==> src/rtl/ifetch_pkg.sv <==
// Shared sizing and the fetch packet carried from fetch to decode.
package ifetch_pkg;
  localparam int XLEN     = 32;
  localparam int ADDR_LEN = 6;
  localparam int LINES    = 1 << ADDR_LEN;

  typedef struct packed {
    logic [XLEN-1:0] pc;
    logic [XLEN-1:0] instr;
  } fetch_packet_t;
endpackage

==> src/rtl/ifetch_fifo.sv <==
// Two-entry output buffer of fetch packets; head is always entry 0, flush empties it.
module ifetch_fifo
  import ifetch_pkg::*;
(
  input  logic          clk,
  input  logic          rst,
  input  logic          push,
  input  logic          pop,
  input  logic          flush,
  input  fetch_packet_t din,
  output logic [1:0]    count,
  output fetch_packet_t head
);
  fetch_packet_t e0_q, e0_d, e1_q, e1_d;
  logic [1:0]    count_q, count_d;

  always_comb begin
    e0_d    = e0_q;
    e1_d    = e1_q;
    count_d = count_q;
    if (flush) begin
      count_d = 2'd0;
    end else begin
      case (count_q)
        2'd0: begin
          if (push) begin
            e0_d    = din;
            count_d = 2'd1;
          end
        end
        2'd1: begin
          if (push && pop) begin
            e0_d = din;
          end else if (push) begin
            e1_d    = din;
            count_d = 2'd2;
          end else if (pop) begin
            count_d = 2'd0;
          end
        end
        default: begin
          // A push into a full buffer cannot happen: the issue credit prevents it.
          if (pop) begin
            e0_d    = e1_q;
            count_d = 2'd1;
            if (push) begin
              e1_d    = din;
              count_d = 2'd2;
            end
          end
        end
      endcase
    end
  end

  always_ff @(posedge clk) begin
    if (rst) begin
      e0_q    <= '0;
      e1_q    <= '0;
      count_q <= 2'd0;
    end else begin
      e0_q    <= e0_d;
      e1_q    <= e1_d;
      count_q <= count_d;
    end
  end

  assign count = count_q;
  assign head  = e0_q;
endmodule

==> src/rtl/ifetch.sv <==
// Instruction fetch: PC, RAM address issue with credit-based flow control, redirects,
// and a two-entry buffer toward decode.
module ifetch
  import ifetch_pkg::*;
#(
  parameter logic [XLEN-1:0] RESET_PC = '0
) (
  input  logic                clk,
  input  logic                rst,
  output logic [ADDR_LEN-1:0] imem_addr,
  input  logic [XLEN-1:0]     imem_data,
  input  logic                redirect_valid,
  input  logic [XLEN-1:0]     redirect_pc,
  output logic                out_valid,
  input  logic                out_ready,
  output logic [XLEN-1:0]     out_pc,
  output logic [XLEN-1:0]     out_instr
);
  localparam logic [XLEN-1:0] RESET_PC_ALIGNED = {RESET_PC[XLEN-1:2], 2'b00};

  logic [XLEN-1:0]     fetch_pc_q, fetch_pc_d;
  logic                inflight_q, inflight_d;
  logic [XLEN-1:0]     inflight_pc_q, inflight_pc_d;
  logic [ADDR_LEN-1:0] addr_q, addr_d;
  logic [XLEN-1:0]     target;
  logic [1:0]          fifo_count;
  logic [1:0]          credit_used;
  logic                pop, push, issue;
  fetch_packet_t       head, push_pkt;

  assign target = redirect_pc & ~XLEN'(3);
  assign pop    = out_valid & out_ready & ~redirect_valid;
  assign push   = inflight_q & ~redirect_valid;

  // Slots already claimed after this cycle: buffered plus returning, minus the one leaving.
  assign credit_used = fifo_count + {1'b0, inflight_q} - {1'b0, pop};
  assign issue       = (credit_used < 2'd2);

  always_comb begin
    fetch_pc_d    = fetch_pc_q;
    inflight_d    = 1'b0;
    inflight_pc_d = inflight_pc_q;
    addr_d        = addr_q;
    if (redirect_valid) begin
      addr_d        = target[ADDR_LEN+1:2];
      inflight_d    = 1'b1;
      inflight_pc_d = target;
      fetch_pc_d    = target + XLEN'(4);
    end else if (issue) begin
      addr_d        = fetch_pc_q[ADDR_LEN+1:2];
      inflight_d    = 1'b1;
      inflight_pc_d = fetch_pc_q;
      fetch_pc_d    = fetch_pc_q + XLEN'(4);
    end
  end

  assign imem_addr = addr_d;

  always_ff @(posedge clk) begin
    if (rst) begin
      fetch_pc_q    <= RESET_PC_ALIGNED;
      inflight_q    <= 1'b0;
      inflight_pc_q <= '0;
      addr_q        <= RESET_PC_ALIGNED[ADDR_LEN+1:2];
    end else begin
      fetch_pc_q    <= fetch_pc_d;
      inflight_q    <= inflight_d;
      inflight_pc_q <= inflight_pc_d;
      addr_q        <= addr_d;
    end
  end

  assign push_pkt.pc    = inflight_pc_q;
  assign push_pkt.instr = imem_data;

  ifetch_fifo u_fifo (
    .clk   (clk),
    .rst   (rst),
    .push  (push),
    .pop   (pop),
    .flush (redirect_valid),
    .din   (push_pkt),
    .count (fifo_count),
    .head  (head)
  );

  assign out_valid = (fifo_count != 2'd0);
  assign out_pc    = head.pc;
  assign out_instr = head.instr;
endmodule

==> config.mk <==
export PLATFORM = sky130hd
export DESIGN_NAME = ifetch
export DESIGN_NICKNAME = d
export VERILOG_FILES = /design/src/rtl/ifetch_pkg.sv /design/src/rtl/ifetch_fifo.sv /design/src/rtl/ifetch.sv
export SDC_FILE = /design/constraint.sdc
export NUM_CORES = 1
export LEC_CHECK = 0
export ABC_AREA = 1
export BUFFER_PORTS_ARGS = -buffer_cell sky130_fd_sc_hd__buf_2
export CAP_MARGIN = 20
export CORE_MARGIN = 5
export CORE_UTILIZATION = 62
export CTS_BUF_LIST = sky130_fd_sc_hd__clkbuf_16
export DETAILED_ROUTE_END_ITERATION = 10
export HOLD_SLACK_MARGIN = 0.1
export PLACE_DENSITY = 0.85
export SLEW_MARGIN = 20
export SYNTH_ARGS = -nofsm -noshare
export SYNTH_HDL_FRONTEND = slang
export SYNTH_HIERARCHICAL = 1
export SYNTH_SLANG_ARGS = --single-unit
==> constraint.sdc <==
create_clock -name clk -period 5.2 [get_ports clk]
set_clock_uncertainty 0.05 [all_clocks]
set_input_delay 0.78 -clock clk [delete_from_list [all_inputs] [get_ports clk]]
set_output_delay 0.78 -clock clk [all_outputs]
set_load 0.03 [all_outputs]
# After elaboration in Yosys (flattened, before gate mapping)
# Cells that the tools add are included.
[totals] register_bits=201 out_inout_bits=71
[op_classes] n_addsub=4 magnitude_cmp=1 eq_ne=5 muxes=23 bitwise=5 reduce_logical=10
[ops] cell="$mux 64" count=6
[ops] cell="$pmux 64 s2" count=2
[ops] cell="$mux 32" count=4
[ops] cell="$add 32x3->32 const B" count=2
[ops] cell="$mux 2" count=6
[ops] cell="$mux 6" count=2
[ops] cell="$reduce_and 4->1" count=3
[ops] cell="$reduce_bool 2->1" count=3
[ops] cell="$ne 2x1->1 const B" count=2
[ops] cell="$pmux 2 s2" count=1
[ops] cell="$and 1x1->1" count=3
[ops] cell="$ne 3x2->1 const B" count=1
[ops] cell="$reduce_bool 3->1" count=1
[ops] cell="$add 2x1->2" count=1
[ops] cell="$eq 2x1->1 const B" count=1
[ops] cell="$logic_not 2->1" count=1
[ops] cell="$lt 2x2->1 const B" count=1
[ops] cell="$mux 1" count=2
[ops] cell="$ne 2x2->1 const B" count=1
[ops] cell="$not 1->1" count=2
[ops] cell="$reduce_or 2->1" count=1
[ops] cell="$sub 2x1->2" count=1
[ops] cell="$logic_and 1x1->1" count=1

# Logic depth before layout (Yosys ltp)
[depth] depth_word=7 ltp_mapped=19 depth_no_buf=16

# Modules after synthesis
# Netlist, hierarchy kept.
[by_module_without_submodules] module="ifetch_fifo" instances=1 cells_per_inst=988 area_per_inst_um2=6040.8 seq_area_each_um2=2602.5
[by_module_without_submodules] module="ifetch" instances=1 cells_per_inst=617 area_per_inst_um2=3836.2 seq_area_each_um2=1341.3

# Worst setup path after synthesis
# Ideal clock, no wire load.
[synth_path] path_kind="input-to-output" startpoint="in redirect_valid" endpoint="out imem_addr[1]" t_arrival_ns=3.086 t_required_ns=4.370 slack_ns=1.284 path_stages=17 path_buffers=4 path_cell_list="buf_6 -> clkinv_4 -> buf_6 -> clkbuf_1 -> nand2_1 -> nor2_1 -> ha_1 -> inv_1 -> nand2_1 -> inv_1 -> nand2_1 -> nand2_1 -> nand2_1 -> inv_2 -> buf_2 -> nor2_1 -> nor2_1"
[synth_via] elab_chain_len=6
[synth_rtl] item="start: declaration" line="ifetch.sv:12" source="input logic redirect_valid,"
[synth_rtl] item="$not 1->1 (no line)"
[synth_rtl] item="$and 1x1->1" line="ifetch.sv:32" source="assign pop = out_valid & out_ready & ~redirect_valid;"
[synth_rtl] item="via pop" line="ifetch.sv:28" source="logic pop, push, issue;"
[synth_rtl] item="$sub 2x1->2" line="ifetch.sv:36" source="assign credit_used = fifo_count + {1'b0, inflight_q} - {1'b0, pop};"
[synth_rtl] item="$lt 2x2->1" line="ifetch.sv:37" source="assign issue = (credit_used < 2'd2);"
[synth_rtl] item="$mux 6" line="ifetch.sv:49" source="end else if (issue) begin"
[synth_rtl] item="$mux 6" line="ifetch.sv:44" source="if (redirect_valid) begin"
[synth_rtl] item="end: declaration" line="ifetch.sv:10" source="output logic [ADDR_LEN-1:0] imem_addr,"
# The timed path passes the listed nets, and every way through them passes these cells.

# Final worst setup path
[layout_path] startpoint="in redirect_valid" endpoint="out imem_addr[4]"
# Same word-level chain as after synthesis.

==> metrics.txt <==
warnings from Yosys 6; Non-Filler Instances 1,920; H-Tree Depth 4; synth top area cells dfxtp_1, nand2_1, nor2_1; total grt overflow 0; ys async rst share 0%; post_cts resized 0; Switching Share 28.5%; mux cell area share after synthesis 0%; Setup TNS 0 ns; startpoint types primary input; CTS tree built; DP Wirelength 14,700 um; simple-gate share of the synthesized area 39.6%; flip-flop and latch count after synthesis 197; die area 18,600 um^2; Top Family by Delay on Critical Path simple AND/OR/NAND/NOR gates; Max Cap Viol 0; Synth Area per Inst 6.15 um^2; area fraction in compound gates after synthesis 7.99%; wire length on met2 10,500 um; Detailed Route WL 22,200 um; Post-Synth XOR/XNOR Area 0.177%; fmax 231 MHz; arrival time at the worst endpoint 3.50 ns; flop-to-flop setup slack 1.95 ns; Area Growth Syn to Fin 11.7%; CTS Hold Bufs 0; Req. time, crit path 4.37 ns; proportion of power drawn by combinational gates 15.2%; Clock transition at path regs 0.07 ns; initial core utilization 62.6%; Fillers 1,436; CP peak stage delay 0.49 ns; Rel. slew slack 46.3%; die height 136 um; Setup violations, final 0; WL/cell 11.6 um; Flop pwr share 47.7%; Slew @ Worst Pin 0.805 ns; EDFF count, synth 0; core area 15,800 um^2; max-slew violation count 0; ANT nets after route 0; GRT Total Usage 24.1%; Num CTS Buffers 17; drt first pass iters 5; minimum clock period 4.33 ns; Syn Inst Count 1,605; area leader, netlist dfxtp_1; detailed-route DRC error count 0; Netlist cell types 34; clock sink count 197; metal3 WL 1320 um; outcome completed; post-synth top area share 39.9%; first-pass GRT wire length 37,000 um; clock group share of total power 37.1%; Hold Violations, Final 0; Die W 136 um; RSZ-0062 raised after global routing no; Post-Synthesis Cell Area 9880 um^2; setup bufs post-CTS 0; fin nets 1,761; DP Worst Slack 0.889 ns; Port Buffers 136; commonest non-fill, non-tap cell in the layout nand2_1; Most used DFF post-synth dfxtp_1; placed insts 1,888; crit-path cells buf_2, clkinv_4, nand2_1, nor2_1, ha_1, inv_1, nand2_1, inv_1, nand2_1, nand2_1, nand2_2, inv_2, nor2_1, nor2_1, buf_2; Via density 4.76; CP most frequent cell nand2_1; largest net degree at the start of global routing 129; via count 9,146; Bufs and invs on worst path 6; initial drt markers 646; reported leakage power 6.00 nW; setup ws final 0.871 ns; ANT cells 0; sequential fraction of the synthesis area 39.9%; total power 3.44 mW; Worst VDD drop 0.244 mV; Min Hold Slack 0.418 ns; vias in the first global route 8,112; initial antenna violation count 0; kind of critical path in2out; main combinational cell family by area after synthesis simple AND/OR/NAND/NOR gates; layout cells sized above 1 13.7%; row count 46; period utilisation layout 83.2%; Hold Crit Class reg2reg; root buffer cell clkbuf_16; CP endpoint kind primary output; Clk Latency, worst-skew pair 0.43 ns; most frequent cells in the layout nand2_1, nor2_1, dfxtp_1, inv_1, buf_2; CP max stage cell inv_2; Int Pwr 2.46 mW; Top Metal Used met4; peak fanout along the critical path 43; switching power 978 uW; GPL Wtd Cong 0.899; Clock Path Buffers 2; Post-Synth Adder-Cell Area 0.253%; power per cell area 312 nW/um^2; Ports 139; Routed met1 length 10,300 um
==> per-stage QoR <==
| stage | util, % | instance area, um^2 |
|---|---|---|
| after floorplan | - | 9890 |
| after global placement | 66.4 | 10500 |
| after detailed placement | 66.4 | 10500 |
| after CTS | 69.9 | 11000 |
| after global routing | 70.0 | 11000 |
| final | 70.0 | 11000 |
==> cell usage after synthesis (all sizes together) (2+ instances only) <==
library cell,instances
nor3,8
or2,2
clkinv,2
buf,46
dfxtp,197
inv,184
clkbuf,36
o21ai,104
a211oi,5
xnor2,2
nor2,355
ha,2
a21boi,2
nand3,35
nand2,578
a21oi,36
a31oi,2
nor3b,3
==> registers in the layout (all words and copies together), names as in the netlist <==
register / count
addr_q: 6
u_fifo/head: 64
inflight_pc_q: 30
u_fifo/e1_q: 64
fetch_pc_q: 30
u_fifo/count: 2
inflight_q: 1
==> power groups by stage <==
stage / registers [mW] / logic, mW / clock network (mW)
floorplan: 1.74 / 0.318 / 0
global placement: 1.67 / 0.511 / 0
detailed placement: 1.67 / 0.519 / 0
CTS: 1.64 / 0.523 / 1.30
global route: 1.65 / 0.590 / 1.36
finish: 1.64 / 0.522 / 1.28
==> path summary, 6_finish.rpt <==
| kind | start | to | cells past startpoint |
|---|---|---|---|
| max | redirect_valid | imem_addr[4] | 15 |
| min | fetch_pc_q[2]$_SDFFE_PP0P_ | fetch_pc_q[2]$_SDFFE_PP0P_ | 2 |
| max reg2reg | u_fifo/count[1]$_SDFFE_PP0P_ | fetch_pc_q[9]$_SDFFE_PP0P_ | 13 |
| min reg2reg | fetch_pc_q[2]$_SDFFE_PP0P_ | fetch_pc_q[2]$_SDFFE_PP0P_ | 2 |
==> layout make-up <==
class,instances,area (um^2),share of cell area (%)
Clock inverter,15,139,1.26
Clock buffer,17,425,3.86
Timing Repair Buffer,146,759,6.88
Multi-Input combinational cell,1143,4790,43.4
Sequential cell,197,3940,35.7
Tap cell,216,270,2.45
Inverter,186,706,6.40
==> worst reg2reg max path, cell delays in order, from the launching register on <==
cell and delay, ns:
dfxtp_1 0.53, nor2_1 0.11, nor2_1 0.29, ha_1 0.29
inv_1 0.06, nand2_1 0.06, nand3_1 0.08, nand2_1 0.26
nand2_2 0.17, buf_4 0.54, nand2_1 0.43, o21ai_0 0.17
o21ai_0 0.11, inv_1 0.06
==> kinds of logic (layout without fill, tap and decap cells) <==
| logic type | after synthesis | in the layout |
|---|---|---|
| DFF | 197 | 197 |
| other | 1 | 4 |
| AOI/OAI and AO/OA | 152 | 152 |
| buffers and inverters | 268 | 364 |
| and+or+nand+nor | 983 | 983 |
| xor gates and xnor gates | 2 | 2 |
| adders and majority gates | 2 | 2 |
==> metal layers <==
metal  vias up  GRT usage (%)
li1       4973              -
met1      3928           32.8
met2       232           39.7
met3        13           4.29
met4         0           6.10
met5         -              0
Power figures use the tool's default switching activity.
